### src/rtl/clk_rst_pkg.sv
// Shared types for the clock/reset controller: FSM states, reset-cause codes
// and the counter-width helper.
package clk_rst_pkg;

  typedef enum logic [1:0] {
    WAIT_LOCK = 2'd0,
    HOLD      = 2'd1,
    RUN       = 2'd2
  } state_t;

  typedef logic [1:0] rst_cause_t;

  localparam rst_cause_t RC_RST  = 2'b00;
  localparam rst_cause_t RC_LOCK = 2'b01;
  localparam rst_cause_t RC_BTN  = 2'b10;

  // Width of a counter running 0..n-1; never narrower than one bit.
  function automatic int unsigned cnt_w(input int unsigned n);
    return (n > 1) ? $clog2(n) : 1;
  endfunction

endpackage

### src/rtl/clk_rst_if.sv
// Board-side signals of the clock/reset controller: PLL lock and reset button
// in, system reset, CPU clock-enable strobe and reset cause out.
interface clk_rst_if;
  import clk_rst_pkg::*;

  logic       pll_lock;
  logic       btn_reset_n;
  logic       sys_rst_n;
  logic       cpu_clken;
  rst_cause_t rst_cause;

  modport master (
    output pll_lock,
    output btn_reset_n,
    input  sys_rst_n,
    input  cpu_clken,
    input  rst_cause
  );

  modport slave (
    input  pll_lock,
    input  btn_reset_n,
    output sys_rst_n,
    output cpu_clken,
    output rst_cause
  );

endinterface

### src/rtl/clk_rst_ctrl_debounce.sv
// Two-flop synchronizer plus stable-level counter for a bouncing button;
// dout follows din only after DEBOUNCE_CYCLES consecutive differing samples.
module debounce
  import clk_rst_pkg::*;
#(
  parameter int unsigned DEBOUNCE_CYCLES = 250000
) (
  input  logic clk,
  input  logic rst_n,
  input  logic din_async,
  output logic dout
);

  localparam int unsigned    CW       = cnt_w(DEBOUNCE_CYCLES);
  localparam logic [CW-1:0]  CNT_LAST = CW'(DEBOUNCE_CYCLES - 1);

  logic [1:0]    sync_q, sync_d;
  logic          db_q, db_d;
  logic [CW-1:0] cnt_q, cnt_d;

  always_ff @(posedge clk) begin
    if (!rst_n) begin
      sync_q <= '0;
      db_q   <= 1'b1;
      cnt_q  <= '0;
    end else begin
      sync_q <= sync_d;
      db_q   <= db_d;
      cnt_q  <= cnt_d;
    end
  end

  // Any sample that agrees with the accepted level restarts the count.
  always_comb begin
    sync_d = {sync_q[0], din_async};
    db_d   = db_q;
    cnt_d  = '0;
    if (sync_q[1] != db_q) begin
      if (cnt_q == CNT_LAST) begin
        db_d = sync_q[1];
      end else begin
        cnt_d = cnt_q + 1'b1;
      end
    end
  end

  assign dout = db_q;

endmodule

### src/rtl/clk_rst_ctrl.sv
// System reset sequencer: waits for PLL lock, holds reset for a fixed count,
// then runs with a divided CPU clock-enable; lock loss or a button press restarts.
module clk_rst_ctrl
  import clk_rst_pkg::*;
#(
  parameter int unsigned RST_HOLD_CYCLES = 64,
  parameter int unsigned CPU_CLKEN_DIV   = 25,
  parameter int unsigned DEBOUNCE_CYCLES = 250000
) (
  input  logic      clk25,
  input  logic      rst_n,
  clk_rst_if.slave  bus
);

  localparam int unsigned   HW        = cnt_w(RST_HOLD_CYCLES);
  localparam int unsigned   DW        = cnt_w(CPU_CLKEN_DIV);
  localparam logic [HW-1:0] HOLD_LAST = HW'(RST_HOLD_CYCLES - 1);
  localparam logic [DW-1:0] DIV_LAST  = DW'(CPU_CLKEN_DIV - 1);

  state_t     state_q, state_d;
  logic [1:0] lock_sync_q, lock_sync_d;
  logic [HW-1:0] hold_cnt_q, hold_cnt_d;
  logic [DW-1:0] div_cnt_q, div_cnt_d;
  logic       sys_rst_n_q, sys_rst_n_d;
  logic       cpu_clken_q, cpu_clken_d;
  rst_cause_t rst_cause_q, rst_cause_d;
  logic       btn_db_prev_q, btn_db_prev_d;
  logic       btn_db;
  logic       lock_sync;
  logic       btn_fall;

  debounce #(
    .DEBOUNCE_CYCLES(DEBOUNCE_CYCLES)
  ) u_btn_db (
    .clk       (clk25),
    .rst_n     (rst_n),
    .din_async (bus.btn_reset_n),
    .dout      (btn_db)
  );

  assign lock_sync_d   = {lock_sync_q[0], bus.pll_lock};
  assign lock_sync     = lock_sync_q[1];
  assign btn_db_prev_d = btn_db;
  assign btn_fall      = btn_db_prev_q & ~btn_db;

  always_ff @(posedge clk25) begin
    if (!rst_n) begin
      state_q       <= WAIT_LOCK;
      lock_sync_q   <= '0;
      hold_cnt_q    <= '0;
      div_cnt_q     <= '0;
      sys_rst_n_q   <= 1'b0;
      cpu_clken_q   <= 1'b0;
      rst_cause_q   <= RC_RST;
      btn_db_prev_q <= 1'b1;
    end else begin
      state_q       <= state_d;
      lock_sync_q   <= lock_sync_d;
      hold_cnt_q    <= hold_cnt_d;
      div_cnt_q     <= div_cnt_d;
      sys_rst_n_q   <= sys_rst_n_d;
      cpu_clken_q   <= cpu_clken_d;
      rst_cause_q   <= rst_cause_d;
      btn_db_prev_q <= btn_db_prev_d;
    end
  end

  // Lock loss is tested first so it wins over a press in the same cycle.
  always_comb begin
    state_d     = state_q;
    hold_cnt_d  = '0;
    rst_cause_d = rst_cause_q;
    unique case (state_q)
      WAIT_LOCK: begin
        if (lock_sync) state_d = HOLD;
      end
      HOLD: begin
        if (!lock_sync) begin
          state_d     = WAIT_LOCK;
          rst_cause_d = RC_LOCK;
        end else if (btn_db) begin
          if (hold_cnt_q == HOLD_LAST) state_d = RUN;
          else                         hold_cnt_d = hold_cnt_q + 1'b1;
        end
      end
      RUN: begin
        if (!lock_sync) begin
          state_d     = WAIT_LOCK;
          rst_cause_d = RC_LOCK;
        end else if (btn_fall) begin
          state_d     = HOLD;
          rst_cause_d = RC_BTN;
        end
      end
      default: state_d = WAIT_LOCK;
    endcase
  end

  // Outputs are decoded from the next state so the flops track the state register.
  always_comb begin
    sys_rst_n_d = (state_d == RUN);
    div_cnt_d   = '0;
    if (state_d == RUN && state_q == RUN) begin
      div_cnt_d = (div_cnt_q == DIV_LAST) ? '0 : div_cnt_q + 1'b1;
    end
    cpu_clken_d = (state_d == RUN) && (div_cnt_d == DIV_LAST);
  end

  assign bus.sys_rst_n = sys_rst_n_q;
  assign bus.cpu_clken = cpu_clken_q;
  assign bus.rst_cause = rst_cause_q;

endmodule

### src/flat_wrapper.sv
// flat-port wrapper written by rule: the top's interface ports become plain ports
module clk_rst_ctrl_flat import clk_rst_pkg::*;
#(
  parameter int unsigned RST_HOLD_CYCLES = 64,
  parameter int unsigned CPU_CLKEN_DIV   = 25,
  parameter int unsigned DEBOUNCE_CYCLES = 250000
)
  (clk25, rst_n, bus_pll_lock, bus_btn_reset_n, bus_sys_rst_n, bus_cpu_clken, bus_rst_cause);
  clk_rst_if bus_i ();
  input  logic clk25;
  input  logic rst_n;
  input wire logic [$bits(bus_i.pll_lock)-1:0] bus_pll_lock;
  input wire logic [$bits(bus_i.btn_reset_n)-1:0] bus_btn_reset_n;
  output wire logic [$bits(bus_i.sys_rst_n)-1:0] bus_sys_rst_n;
  output wire logic [$bits(bus_i.cpu_clken)-1:0] bus_cpu_clken;
  output wire logic [$bits(bus_i.rst_cause)-1:0] bus_rst_cause;
  assign bus_i.pll_lock = bus_pll_lock;
  assign bus_i.btn_reset_n = bus_btn_reset_n;
  assign bus_sys_rst_n = bus_i.sys_rst_n;
  assign bus_cpu_clken = bus_i.cpu_clken;
  assign bus_rst_cause = bus_i.rst_cause;
  clk_rst_ctrl #(.RST_HOLD_CYCLES(RST_HOLD_CYCLES), .CPU_CLKEN_DIV(CPU_CLKEN_DIV), .DEBOUNCE_CYCLES(DEBOUNCE_CYCLES)) u_core (.clk25(clk25), .rst_n(rst_n), .bus(bus_i));
endmodule
### config.mk
export PLATFORM = sky130hd
export DESIGN_NAME = clk_rst_ctrl_flat
export DESIGN_NICKNAME = d
export VERILOG_FILES = /design/src/rtl/clk_rst_pkg.sv /design/src/rtl/clk_rst_if.sv /design/src/rtl/clk_rst_ctrl_debounce.sv /design/src/rtl/clk_rst_ctrl.sv /design/src/flat_wrapper.sv
export SDC_FILE = /design/constraint.sdc
export NUM_CORES = 1
export LEC_CHECK = 0
export CAP_MARGIN = 10
export CORE_ASPECT_RATIO = 0.5
export CORE_MARGIN = 2
export CORE_UTILIZATION = 60
export DETAILED_ROUTE_END_ITERATION = 8
export GPL_TIMING_DRIVEN = 0
export PLACE_DENSITY = 0.83
export REMOVE_ABC_BUFFERS = 1
export SLEW_MARGIN = 40
export SYNTH_ARGS = -nofsm -noshare
export SYNTH_HDL_FRONTEND = slang
export SYNTH_SLANG_ARGS = --single-unit
### constraint.sdc
create_clock -name clk25 -period 4.8 [get_ports clk25]
set_clock_uncertainty 0.05 [all_clocks]
set_input_delay 0.96 -clock clk25 [delete_from_list [all_inputs] [get_ports clk25]]
set_output_delay 0.96 -clock clk25 [all_outputs]
set_load 0.01 [all_outputs]
# Yosys cells after proc, flatten, opt, wreduce, memory -nomap -nowiden
# Cells that the tools add are included.
# totals
elab_cells,51
output_inout_bits,4
ff_bits,41
inputBits,4
# classes
n_bitwise,6
eq_ne,10
reduce_logical,8
muxes,13
n_addsub,3
# ops
op,count
$add 18x1->18 const B,1
$eq 18x18->1 const B,1
$mux 2,9
$eq 5x5->1 const B,2
$mux 5,2
$add 6x1->6 const B,1
$eq 6x6->1 const B,1
$pmux 2 s3,1
$add 5x1->5 const B,1
$not 1->1,5
$reduce_or 5->1,1
$eq 2x2->1 const B,2
$pmux 2 s2,1
$ne 3x3->1 const B,1
$reduce_and 3->1,1
$reduce_or 3->1,1
$eq 2x1->1 const B,1
$logic_and 1x1->1,2
$logic_not 2->1,1
$ne 2x2->1 const B,1
$reduce_and 2->1,1
$reduce_bool 2->1,1
$and 1x1->1,1
$ne 1x1->1,1

# Depth between registers and ports, before layout
# depth
depth_word,10
depth_mapped,6
depth_no_buf,6

# Cells and area by module
# Synthesis repeated with hierarchy kept, for this count alone.
# unflattened
hier_cells,189
area_unflattened_um2,1776.7
# modules_own_cells
module,area_per_inst_um2,cells_per_inst,seq_area_each_um2,n_inst
debounce,950.9,103,420.4,1
clk_rst_ctrl,825.8,86,400.4,1

# Worst setup path before layout
# Ideal clock, no wire load.
# synth_path
path_kind,input-to-reg
from,in rst_n
to,reg u_core.u_btn_db.db_q (netlist: u_core.u_btn_db.dout)
path_buffers,1
setup_slack_ps,2784
required_time_ps,4635
arrival_ps,1851
path_stages,4
path_cell_list,clkbuf_1 > inv_1 > or4_1 > o21a_1
# synth_rtl
item,line,text
start: declaration,flat_wrapper.sv:11,input logic rst_n;
end signal: assignment,clk_rst_ctrl_debounce.sv:24,db_q <= 1'b1;
end signal: assignment,clk_rst_ctrl_debounce.sv:28,db_q <= db_d;
end: declaration,clk_rst_ctrl_debounce.sv:18,"logic db_q, db_d;"

==> out/summary.txt <==
Post-DP Area: 2040 sq um
Ports: 8
Post-CTS Setup Bufs: 0
Longest Clk Path Bufs: 2
Number of antenna diodes: 0
Reg2Reg Depth: 5
Psw: 136 uW
Number of global-route vias before repair: 1261
Area of the die: 3760 sq um
Grt ovf: 0
Placer Congestion: 0.819
Crit Path Max Fanout: 10
Final setup vio count: 0
Die width: 84.7 microns
DRT Wirelength: 3100 microns
CTS tree: yes
Worst skew pair latency: 290 ps
Outcome: finished, final reports clean
CP cell instances: clkdlybuf4s50_1, inv_1, or4_1, o21a_1
Slew Viols, Final: 0
Layout cells sized above 1: 0.0950
CP max stage cell: clkdlybuf4s50_1
Initial antenna violation count: 0
CP required: 4940 ps
Largest net degree at the start of global routing: 18
Clk pwr share: 0.390
Slew HR: 0.548
Sequential Power Share: 0.574
Peak VDD IR: 0.194 mV
Leak pwr: 0.775 nW
Setup Slack @ Placement: 2240 ps
Worst path top cell family by delay: buffers and inverters
WP data arrival: 2370 ps
Area grow syn2layout: 9.09%
Post-layout util: 0.700
Hold EP: u_core.lock_sync_q[1]
Avg Vias per Cell: 5.39
Synth warn: 0
Number of fill cells: 236
TNS Setup: 0 ps
First-pass GRT wire length: 5490 microns
DRC violations left: 0
Final instance area: 2130 sq um
Pwr Density: 284 nW/um^2
H-tree levels: 2
Hold path depth: 1
Multi-input logic area: 1040 sq um
Post-Syn Area: 1960 sq um
Number of flops mapped to enable cells by yosys: 0
CTS buffer count: 5
Post-CTS Resized: 0
Post-synthesis sequential element count: 41
Reg2Reg Capture Point: u_core.u_btn_db.cnt_q[14]
Routed Antenna Nets: 0
DR pass1 iterations: 4
I/O Buffers: 7
R2r setup slk: 2890 ps
RSZ-0062 raised after global routing: no
Iteration-0 DRC Markers: 50
Clock root buffer: clkbuf_8
Bufs and invs on worst path: 2
Critical path's largest stage delay: 650 ps
Fin crit period: 2230 ps
Setup ws final: 2570 ps
Placed Instances: 253
Seq. cell area: 821 sq um
Core ar.: 3050 sq um
Max-cap violation count: 0
Die height: 44.4 microns
Site Rows: 14
Combinational share of power: 0.035
CTS clk-pin slew, worst paths: 80 ps
HP Class: flop to flop
Period Utilization, post-route: 0.465
HPWL Detailed: 2230 microns
Reg-to-reg critical path startpoint: u_core.u_btn_db.cnt_q[0]
Initial core utilization: 0.642
Internal power: 471 uW
Sink Count: 41
Seq/Total Area, Yosys: 0.420
Yosys cell types: 47
Final hold violations: 0
Nets: 232
Switching part of the total: 0.224
Syn avg cell area: 9.27 sq um
Cells after Synth: 211
Pin slew with the least headroom to its limit: 678 ps
Synth Flop Type: dfxtp_1
GRT Total Usage: 0.186
CP Capture Type: flop
Vias: 1407
Post-Layout Cell Count: 261
F_max: 448 MHz
# hold bufs at CTS: 0
Post-synth ARST share: 0
Wirelength per Cell: 11.9 microns
CP startpoint kind: input pin
Crit path kind: input pin to flop
Worst Hold Launch: u_core.lock_sync_q[0]
==> cell families after synthesis <==
group / synth area share
flops: 0.420
fa+ha+maj: 0.0512
xor+xnor: 0.0941
simple gates: 0.284
mux: 0.00512
compound gates: 0.0972
buf+inv: 0.0486
==> placed cells by master (no fill, tap or decap), types with 2 or more instances in the layout <==
cell,Yosys,final
ha_1,8,8
nand3_1,13,13
o21ai_0,5,5
a21oi_1,3,3
nor4_1,2,2
nor4_2,3,3
or4_1,2,2
xnor2_1,15,15
nand4_1,4,4
and4b_1,2,2
o22ai_1,2,2
nor2_1,32,32
clkdlybuf4s50_1,0,7
nor2b_1,2,2
xor2_1,6,6
nand2_1,9,9
o21a_1,2,2
and3_1,5,5
inv_1,15,15
and2_1,6,6
clkbuf_8,0,6
dfxtp_1,41,41
nor3_1,7,7
==> cells in the mapped netlist, drive strengths merged, types with 2 or more instances <==
| cell type | number | area [sq um] |
|---|---|---|
| a211oi | 2 | 20.0 |
| a21oi | 3 | 15.0 |
| and2 | 6 | 37.5 |
| and3 | 5 | 31.3 |
| and4b | 2 | 20.0 |
| buf | 4 | 35.0 |
| dfxtp | 41 | 821 |
| ha | 8 | 100 |
| inv | 15 | 56.3 |
| nand2 | 9 | 33.8 |
| nand2b | 2 | 15.0 |
| nand3 | 14 | 75.1 |
| nand4 | 6 | 58.8 |
| nor2 | 32 | 120 |
| nor2b | 2 | 12.5 |
| nor3 | 8 | 45.0 |
| nor4 | 6 | 71.3 |
| o21a | 2 | 15.0 |
| o21ai | 6 | 33.8 |
| o22ai | 2 | 12.5 |
| or4 | 2 | 15.0 |
| xnor2 | 15 | 131 |
| xor2 | 6 | 52.6 |
==> flip-flops by register name, summed over array words and instances (netlist names) <==
name and cells:
u_core.bus.sys_rst_n 1, u_core.lock_sync_q 2, u_core.u_btn_db.cnt_q 18, u_core.u_btn_db.dout 1, u_core.bus.cpu_clken 1, u_core.bus.rst_cause 2, u_core.div_cnt_q 5, u_core.hold_cnt_q 6
u_core.u_btn_db.sync_q 2, u_core.btn_db_prev_q 1, u_core.state_q 2
==> routing by layer <==
metal	track usage	vias up	wire length, microns
li1	-	744	-
met1	0.229	644	1550
met2	0.315	13	1420
met3	0.0616	6	100
met4	0.0667	0	32
met5	0	-	0
==> through the flow <==
stage                     hold slack, ps  total power [mW]
after CTS                            390             0.613
after floorplan                      362             0.370
after global placement               363             0.377
after global routing                 414             0.631
final                                388             0.607
after detailed placement             368             0.378
==> how the worst max path moves through the flow <==
stage | start | depth (start not counted) | slack [ps] | to
finish | rst_n | 4 | 2570 | u_core.u_btn_db.dout
global placement | rst_n | 4 | 2270 | u_core.div_cnt_q[0]
CTS | rst_n | 4 | 2550 | u_core.u_btn_db.dout
floorplan | rst_n | 3 | 3050 | u_core.u_btn_db.dout
detailed placement | rst_n | 4 | 2240 | u_core.u_btn_db.dout
global route | rst_n | 5 | 2450 | u_core.div_cnt_q[1]
==> final cells by class <==
type                       instances  share of cell area
tap                               40              0.0235
multi-input combinational        150               0.487
clock inverter                     2             0.00645
timing repair buffer               7              0.0328
clock buffer                       6              0.0387
sequential                        41               0.385
inverter                          15              0.0264
==> power by group through the flow <==
stage | Sequential (mW) | Combinational, mW | Clock [mW]
after CTS | 0.348 | 0.0217 | 0.243
after global placement | 0.356 | 0.0211 | 0
after detailed placement | 0.357 | 0.0215 | 0
after floorplan | 0.356 | 0.0140 | 0
final | 0.348 | 0.0214 | 0.237
after global routing | 0.349 | 0.0240 | 0.258
Note: power is estimated with default switching activity, not from simulation.
